**src/rtl/mask_loader_pkg.sv**
```systemverilog
// Package for mask_loader: FSM state type, frame constants and mask geometry.
//   SYNC_BYTE_DEFAULT - frame start marker
//   MASK_BITS         - width of one 8x8, 2 bit/pixel mask
//   MASK_BYTES        - stream bytes per mask
package mask_loader_pkg;

    localparam logic [7:0]  SYNC_BYTE_DEFAULT = 8'hA5;
    localparam int unsigned MASK_BITS         = 128;
    localparam int unsigned MASK_BYTES        = MASK_BITS / 8;

    typedef enum logic [2:0] {
        StIdle,
        StAddr,
        StCount,
        StData,
        StWrite,
        StChk
    } state_e;

endpackage

```
**src/rtl/mask_loader_if.sv**
```systemverilog
// Byte-stream input and mask-memory (MAU) write port of the mask loader.
//   in_data/in_valid/in_ready       - stream handshake, transfer = in_valid & in_ready
//   mau_address_mask                - mask memory write address
//   mau_write_data_mask             - assembled 128-bit mask
//   mau_wren_mask                   - one-cycle write strobe
// master: stream source / memory side; slave: the loader.
interface mask_loader_if;
    import mask_loader_pkg::*;

    logic [7:0]           in_data;
    logic                 in_valid;
    logic                 in_ready;
    logic [7:0]           mau_address_mask;
    logic [MASK_BITS-1:0] mau_write_data_mask;
    logic                 mau_wren_mask;

    modport master (
        output in_data,
        output in_valid,
        input  in_ready,
        input  mau_address_mask,
        input  mau_write_data_mask,
        input  mau_wren_mask
    );

    modport slave (
        input  in_data,
        input  in_valid,
        output in_ready,
        output mau_address_mask,
        output mau_write_data_mask,
        output mau_wren_mask
    );

endinterface

```
**src/rtl/mask_assembler.sv**
```systemverilog
// Collects 16 data bytes into one mask and keeps the running XOR checksum.
//   clk, clr       - clock, synchronous active-high reset
//   clear_i        - start of a frame's data: zero byte counter and checksum
//   data_accept_i  - a data byte is transferred this cycle
//   byte_i         - the data byte
//   word_o         - mask including the byte currently presented (valid with word_full_o)
//   word_full_o    - the byte being accepted is the 16th of the mask
//   csum_o         - XOR of all data bytes accepted since clear_i
module mask_assembler
    import mask_loader_pkg::*;
(
    input  logic                 clk,
    input  logic                 clr,
    input  logic                 clear_i,
    input  logic                 data_accept_i,
    input  logic [7:0]           byte_i,
    output logic [MASK_BITS-1:0] word_o,
    output logic                 word_full_o,
    output logic [7:0]           csum_o
);

    logic [MASK_BITS-1:0] shift_q;
    logic [3:0]           cnt_q;
    logic [7:0]           csum_q;

    // Bytes enter at the top and shift down, so after 16 bytes byte 0 is the LSB.
    always_ff @(posedge clk) begin
        if (clr) begin
            shift_q <= '0;
            cnt_q   <= '0;
            csum_q  <= '0;
        end else if (clear_i) begin
            cnt_q  <= '0;
            csum_q <= '0;
        end else if (data_accept_i) begin
            shift_q <= {byte_i, shift_q[MASK_BITS-1:8]};
            cnt_q   <= cnt_q + 4'd1;
            csum_q  <= csum_q ^ byte_i;
        end
    end

    // Full word is formed combinationally so the write can follow the last byte by one cycle.
    assign word_o      = {byte_i, shift_q[MASK_BITS-1:8]};
    assign word_full_o = data_accept_i && (cnt_q == 4'(MASK_BYTES - 1));
    assign csum_o      = csum_q;

endmodule

```
**src/rtl/mask_loader.sv**
```systemverilog
// Receives framed bytes (SYNC, START, COUNT, N x 16 data, CHK) and writes the assembled
// masks into mask memory while the CPU is halted.
//   clk, clr - CPU clock, synchronous active-high reset
//   alive    - CPU running; loading only while 0, rising mid-frame aborts
//   bus      - stream input and MAU write port (slave modport)
//   busy     - frame in progress
//   done     - one-cycle pulse after a frame with a good checksum
//   error    - sticky checksum/abort flag, cleared by clr or the next sync byte
module mask_loader
    import mask_loader_pkg::*;
#(
    parameter logic [7:0] SYNC_BYTE = SYNC_BYTE_DEFAULT
) (
    input  logic         clk,
    input  logic         clr,
    input  logic         alive,
    mask_loader_if.slave bus,
    output logic         busy,
    output logic         done,
    output logic         error
);

    state_e               state_q;
    logic [7:0]           addr_q;
    logic [7:0]           cnt_q;
    logic [MASK_BITS-1:0] data_q;
    logic                 wren_q;
    logic                 done_q;
    logic                 error_q;

    logic                 accept;
    logic [MASK_BITS-1:0] asm_word;
    logic                 asm_full;
    logic [7:0]           asm_csum;

    assign bus.in_ready = ~alive && (state_q != StWrite);
    assign accept       = bus.in_valid && bus.in_ready;

    mask_assembler u_assembler (
        .clk           (clk),
        .clr           (clr),
        .clear_i       (accept && (state_q == StCount)),
        .data_accept_i (accept && (state_q == StData)),
        .byte_i        (bus.in_data),
        .word_o        (asm_word),
        .word_full_o   (asm_full),
        .csum_o        (asm_csum)
    );

    always_ff @(posedge clk) begin
        if (clr) begin
            state_q <= StIdle;
            addr_q  <= '0;
            cnt_q   <= '0;
            data_q  <= '0;
            wren_q  <= 1'b0;
            done_q  <= 1'b0;
            error_q <= 1'b0;
        end else begin
            wren_q <= 1'b0;
            done_q <= 1'b0;
            // CPU woke up mid-frame: give up; a strobe already on the bus still completes.
            if (alive && (state_q != StIdle)) begin
                state_q <= StIdle;
                error_q <= 1'b1;
            end else begin
                unique case (state_q)
                    StIdle: begin
                        if (accept && (bus.in_data == SYNC_BYTE)) begin
                            state_q <= StAddr;
                            error_q <= 1'b0;
                        end
                    end
                    StAddr: begin
                        if (accept) begin
                            addr_q  <= bus.in_data;
                            state_q <= StCount;
                        end
                    end
                    StCount: begin
                        if (accept) begin
                            cnt_q   <= bus.in_data;
                            state_q <= StData;
                        end
                    end
                    StData: begin
                        if (asm_full) begin
                            data_q  <= asm_word;
                            wren_q  <= 1'b1;
                            state_q <= StWrite;
                        end
                    end
                    StWrite: begin
                        addr_q <= addr_q + 8'd1;
                        if (cnt_q == 8'd0) begin
                            state_q <= StChk;
                        end else begin
                            cnt_q   <= cnt_q - 8'd1;
                            state_q <= StData;
                        end
                    end
                    StChk: begin
                        if (accept) begin
                            if (bus.in_data == asm_csum) begin
                                done_q <= 1'b1;
                            end else begin
                                error_q <= 1'b1;
                            end
                            state_q <= StIdle;
                        end
                    end
                    default: state_q <= StIdle;
                endcase
            end
        end
    end

    assign bus.mau_address_mask    = addr_q;
    assign bus.mau_write_data_mask = data_q;
    assign bus.mau_wren_mask       = wren_q;
    assign busy                    = (state_q != StIdle);
    assign done                    = done_q;
    assign error                   = error_q;

endmodule

```
**src/flat_wrapper.sv**
```systemverilog
// flat-port wrapper written by rule: the top's interface ports become plain ports
module mask_loader_flat import mask_loader_pkg::*;
#(
    parameter logic [7:0] SYNC_BYTE = SYNC_BYTE_DEFAULT
)
  (clk, clr, alive, busy, done, error, bus_in_data, bus_in_valid, bus_in_ready, bus_mau_address_mask, bus_mau_write_data_mask, bus_mau_wren_mask);
  mask_loader_if bus_i ();
  input  logic clk;
  input  logic clr;
  input  logic alive;
  output logic busy;
  output logic done;
  output logic error;
  input wire logic [$bits(bus_i.in_data)-1:0] bus_in_data;
  input wire logic [$bits(bus_i.in_valid)-1:0] bus_in_valid;
  output wire logic [$bits(bus_i.in_ready)-1:0] bus_in_ready;
  output wire logic [$bits(bus_i.mau_address_mask)-1:0] bus_mau_address_mask;
  output wire logic [$bits(bus_i.mau_write_data_mask)-1:0] bus_mau_write_data_mask;
  output wire logic [$bits(bus_i.mau_wren_mask)-1:0] bus_mau_wren_mask;
  assign bus_i.in_data = bus_in_data;
  assign bus_i.in_valid = bus_in_valid;
  assign bus_in_ready = bus_i.in_ready;
  assign bus_mau_address_mask = bus_i.mau_address_mask;
  assign bus_mau_write_data_mask = bus_i.mau_write_data_mask;
  assign bus_mau_wren_mask = bus_i.mau_wren_mask;
  mask_loader #(.SYNC_BYTE(SYNC_BYTE)) u_core (.clk(clk), .clr(clr), .alive(alive), .bus(bus_i), .busy(busy), .done(done), .error(error));
endmodule
```
**config.mk**
```make
export PLATFORM = sky130hd
export DESIGN_NAME = mask_loader_flat
export DESIGN_NICKNAME = d
export VERILOG_FILES = /design/src/rtl/mask_loader_pkg.sv /design/src/rtl/mask_loader_if.sv /design/src/rtl/mask_assembler.sv /design/src/rtl/mask_loader.sv /design/src/flat_wrapper.sv
export SDC_FILE = /design/constraint.sdc
export NUM_CORES = 1
export LEC_CHECK = 0
export CAP_MARGIN = 20
export CORE_MARGIN = 3
export CORE_UTILIZATION = 63
export CTS_CLUSTER_DIAMETER = 200
export DETAILED_ROUTE_END_ITERATION = 16
export DONT_BUFFER_PORTS = 1
export PLACE_DENSITY_LB_ADDON = 0.3
export SETUP_SLACK_MARGIN = 0.3
export SLEW_MARGIN = 10
export SYNTH_ARGS = -nofsm -noshare
export SYNTH_HDL_FRONTEND = slang
export SYNTH_SLANG_ARGS = --single-unit
```
**constraint.sdc**
```tcl
create_clock -name clk -period 2.48 [get_ports clk]
set_input_delay 0.248 -clock clk [delete_from_list [all_inputs] [get_ports clk]]
set_output_delay 0.248 -clock clk [all_outputs]
set_load 0.1 [all_outputs]
```
# == Word level (Yosys, flattened, before mapping) ==
# Index checks and enable logic that the tools add are counted.
# totals
reg_bits,290
inputBits,12
out_inout_bits,141
wordCells,79
# classes
addsub,3
eq_ne,18
muxes,18
bitwise_logic,7
reduce_logical,23
# op_table
cell,n
$pmux 8 s2,2
$mux 3,6
$pmux 3 s6,1
$mux 8,2
$ne 2x1->1 const B,5
$add 8x1->8 const B,1
$eq 8x8->1,1
$eq 8x8->1 const B,1
$logic_not 8->1,1
$reduce_and 4->1,2
$sub 8x1->8 const B,1
$xor 8x8->8,1
$logic_and 1x1->1,7
$eq 3x2->1 const B,2
$eq 3x3->1 const B,2
$mux 1,6
$ne 3x1->1 const B,2
$not 1->1,6
$reduce_and 3->1,2
$reduce_bool 3->1,2
$reduce_and 5->1,1
$add 4x1->4 const B,1
$eq 4x4->1 const B,1
$reduce_bool 2->1,2
10 further kinds,11

# == Longest topological paths before layout ==
# depth
depth_word,7
mapped_depth,7
mapped_depth_nobuf,6

# == Modules after synthesis ==
# Synthesis repeated with hierarchy kept, for this count alone.
# hier_totals
cells_unflattened,1339
hier_area_um2,10757.8
# by_module_without_submodules
mod,n_inst,cells_each,area_per_inst_um2
mask_loader,1,759,6070.8
mask_assembler,1,580,4687.0

# == Worst setup path before layout ==
# No wires, ideal clock.
# synth_path
path_type,register -> output
startpoint,register u_core.state_q[0]
endpoint,output bus_in_ready
t_arrival_ns,2.027
path_slack_ns,0.205
stages_incl_launch_ff,5
n_path_buf,2
cell_sequence,dfxtp_1 > buf_6 > nor3b_4 > buf_2 > nor2_1
# synth_via
elab_chain_cells,2
# synth_rtl
item,line_no,source
from (decl),mask_loader.sv:23,state_e state_q;
from (signal assigned),mask_loader.sv:52,state_q <= StIdle;
from (signal assigned),mask_loader.sv:64,state_q <= StIdle;
from (signal assigned),mask_loader.sv:70,state_q <= StAddr;
$ne 3x3->1,mask_loader.sv:36,assign bus.in_ready = ~alive && (state_q != StWrite);
$logic_and 1x1->1,mask_loader.sv:36,
to (decl),flat_wrapper.sv:16,output wire logic [$bits(bus_i.in_ready)-1:0] bus_in_ready;
# No other way between the ends.

# == Worst setup path after layout ==
# layout_path
startpoint,register u_core.state_q[0]
endpoint,register u_core.state_q[2]
# layout_via
elab_chain_cells,7
# layout_rtl
item,line_no,source
$ne 3x3->1,mask_loader.sv:36,
$logic_and 1x1->1,mask_loader.sv:36,
$logic_and 1x1->1,mask_loader.sv:37,assign accept = bus.in_valid && bus.in_ready;
$logic_and 1x1->1,mask_loader.sv:43,".data_accept_i (accept && (state_q == StData)),"
$logic_and 1x1->1,mask_assembler.sv:44,assign word_full_o = data_accept_i && (cnt_q == 4'(MASK_BYTES - 1));
$ne 2x1->1 (no source line),--,
$reduce_and 5->1 (no source line),--,
# Parallel ways exist; a longest one is shown, timed or not.
# A chain may end at the register's enable or synchronous reset.

==> flow_summary.ini <==
[layout]
layout-area-overhead-vs-synth_pct = 21.0
postLayoutCellArea_mm2 = 0.0129
num_antenna_cells = 0
fill_cells = 1059
drive_gt1_frac = 0.151
final_core_util = 0.795
nets = 1457

[timing]
worst_slack_ps = 391
final_max_slew_viol_count = 0
fin_crit_ps = 2090
hold_violation_total_from_the_final_report = 142
max_slew.worst_pin.slew_ps = 943
tns_ps = 0
post-route-period-util = 0.842
finClkSkew_ps = 16.4
fmaxAchievable_ghz = 0.479
holdWs_ps = -201
maxSlewHeadroom = 0.370
unrepaired_setup_endpoints_after_global_routing = true
finalSetupViolations = 0

[placement]
dp_slack_ps = 610
routabilityCongestion = 0.896
dpl_cell_area_mm2 = 0.0117
hpwlAfterDp_mm = 15.9
place.port_buffers = 0

[synth]
synth_top_area_share = 0.531
ys_warn_count = 0
synth_largest_area_cell = dfxtp_1
library_cells_used_by_synthesis = 57
synth_async_sr_flop_share = 0
post_synth_main_area_contributors = dfxtp_1, nand2_1, a21oi_1
synth-seq-cells = 282
synthFlopType = dfxtp_1
synth_edf_count = 0
post_synth_top_cells = nand2_1, dfxtp_1, a21oi_1, buf_2, clkbuf_1
synth.net_count = 1340
synthesis.instances = 1325
synthesis.area_mm2 = 0.0106
synth-seq-area-share = 0.531
synth.most_common_cell = nand2_1
mean_cell_area_of_the_mapped_netlist_um2 = 8.03

[pwr]
pwr_density_cell_mw_per_mm2 = 666
static-leakage-power_nw = 4.68
vdd_ir_drop_max_mv = 0.648

[worst_setup_path]
arrival_ps = 2560
path_max_fanout = 11
setup_slack_of_the_worst_register_to_register_path_ps = 390
path_class = reg -> reg
startpoint_type = flip-flop
critPathCaptureType = flip-flop
timing.critical_path.required_ps = 2950

[floorplan]
fp.dieArea_mm2 = 0.0185
ios = 153
x_dimension_of_the_die_um = 136
core.rowCount = 46
dieHeight_um = 136
initial_utilization = 0.658
core_area_mm2 = 0.0162

[run_status]
status = finished with violations
failing_checks = negative hold slack

[job]
max_cap_viol_count = 0

[clock_network]
clk_transition_reported_paths_ps = 60
cts-root-buf = clkbuf_16
clk_latency_worst_skew_pair_ps = 530
cts_num_sinks = 282
numCtsBuffers = 28
cts_tree = done
cts_htree_levels = 1
clk_path_buf_depth = 3

[drt]
ant_nets = 0
drt_iter0_drc = 1027
detail_route.drc_violations = 0
routed_wl_mm = 27.6
drt_first_pass_iters = 5
dr_total_vias = 9534
routed_wire_length_per_instance_um = 16.5
vias_per_cell = 5.68

[grt]
grt_util_all_layers = 0.277
wire_length_of_the_first_global_routing_pass_mm = 42.5
grt_overflow_total = 0
antenna_found_initial = 0
largest_net_degree_at_the_start_of_global_routing = 266
first_global_vias = 8817

[worst_hold_path]
hold_crit_path_type = in -> reg
[routing by layer]
layer  GRT usage  wire (um)
met1       0.343      10800
met2       0.484      13800
met3      0.0514       1990
met4      0.0991       1040
met5           0          0
[cells by family after synthesis]
group,synth area share
and+or+nand+nor,0.225
muxes,0.000941
xor gates and xnor gates,0.0156
buffers and inverters,0.0513
DFF,0.531
adders and majority gates,0.00353
AOI/OAI and AO/OA,0.173
[where the power goes]
group	internal, mW	switching, mW	total, mW	leakage [nW]
Combinational	0.0363	0.0650	0.101	1.99
Clock	2.24	1.69	3.93	0.423
Sequential	4.53	0.00121	4.53	2.27
Total	6.81	1.76	8.57	4.68
[critical path, cell delays in order, from the launching register on]
cell and delay [ps]:
dfxtp_1 330, buf_4 200, nor3_2 240, inv_1 130, and2_1 270, nor2_1 110
dlygate4sd3_1 580, o221a_1 170
[layout by cell type (no fill, tap or decap), drive strengths merged, types with 9 or more instances in the layout]
| cell | Yosys | routed |
|---|---|---|
| dfxtp | 282 | 282 |
| nand3 | 15 | 15 |
| a21oi | 267 | 267 |
| o21ai | 18 | 18 |
| xor2 | 17 | 17 |
| a211oi | 9 | 9 |
| nand2 | 509 | 509 |
| clkbuf | 33 | 45 |
| buf | 64 | 156 |
| nor2 | 25 | 25 |
| nor3 | 10 | 10 |
| dlygate4sd3 | 0 | 27 |
[final timing paths]
path,start,to,cells past startpoint
worst max register to register,u_core.state_q[0],u_core.state_q[2],7
worst min-delay path,clr,u_core.bus.mau_address_mask[4],1
worst max-delay path,u_core.state_q[0],u_core.state_q[2],7
worst min register to register,u_core.bus.mau_write_data_mask[127],u_core.bus.mau_write_data_mask[127],2
[final cells by class]
type / count / area [um^2] / area share
multi-input combinational: 938 / 4490 / 0.349
tap: 216 / 270 / 0.0210
sequential: 282 / 5650 / 0.439
inverter: 7 / 26.3 / 0.00204
clock buffer: 43 / 807 / 0.0627
clock inverter: 8 / 53.8 / 0.00418
timing repair buffer: 185 / 1570 / 0.122
[stage by stage]
| step | instances | total power, mW |
|---|---|---|
| global placement | 1598 | 4.71 |
| finish | 1679 | 8.57 |
| floorplan | 1325 | 4.76 |
| detailed placement | 1598 | 4.71 |
| CTS | 1674 | 8.59 |
| global route | 1679 | 8.78 |
[state kept, by name (all words and copies together), names as in the netlist]
register / cells
u_core.bus.mau_write_data_mask: 128
u_core.u_assembler.shift_q: 120
u_core.bus.mau_address_mask: 8
u_core.cnt_q: 8
u_core.u_assembler.csum_o: 8
u_core.u_assembler.cnt_q: 4
u_core.state_q: 3
u_core.bus.mau_wren_mask: 1
u_core.done: 1
u_core.error: 1
[what timing repair did]
action,4_1_cts,5_1_grt
hold endpoints to repair,273,248
buffers inserted,1,0
resized for setup,0,5
setup endpoints to repair,1,16
hold buffers,24,3
cloned,0,2
pin swaps,1,0
(Power assumes the default switching activity.)
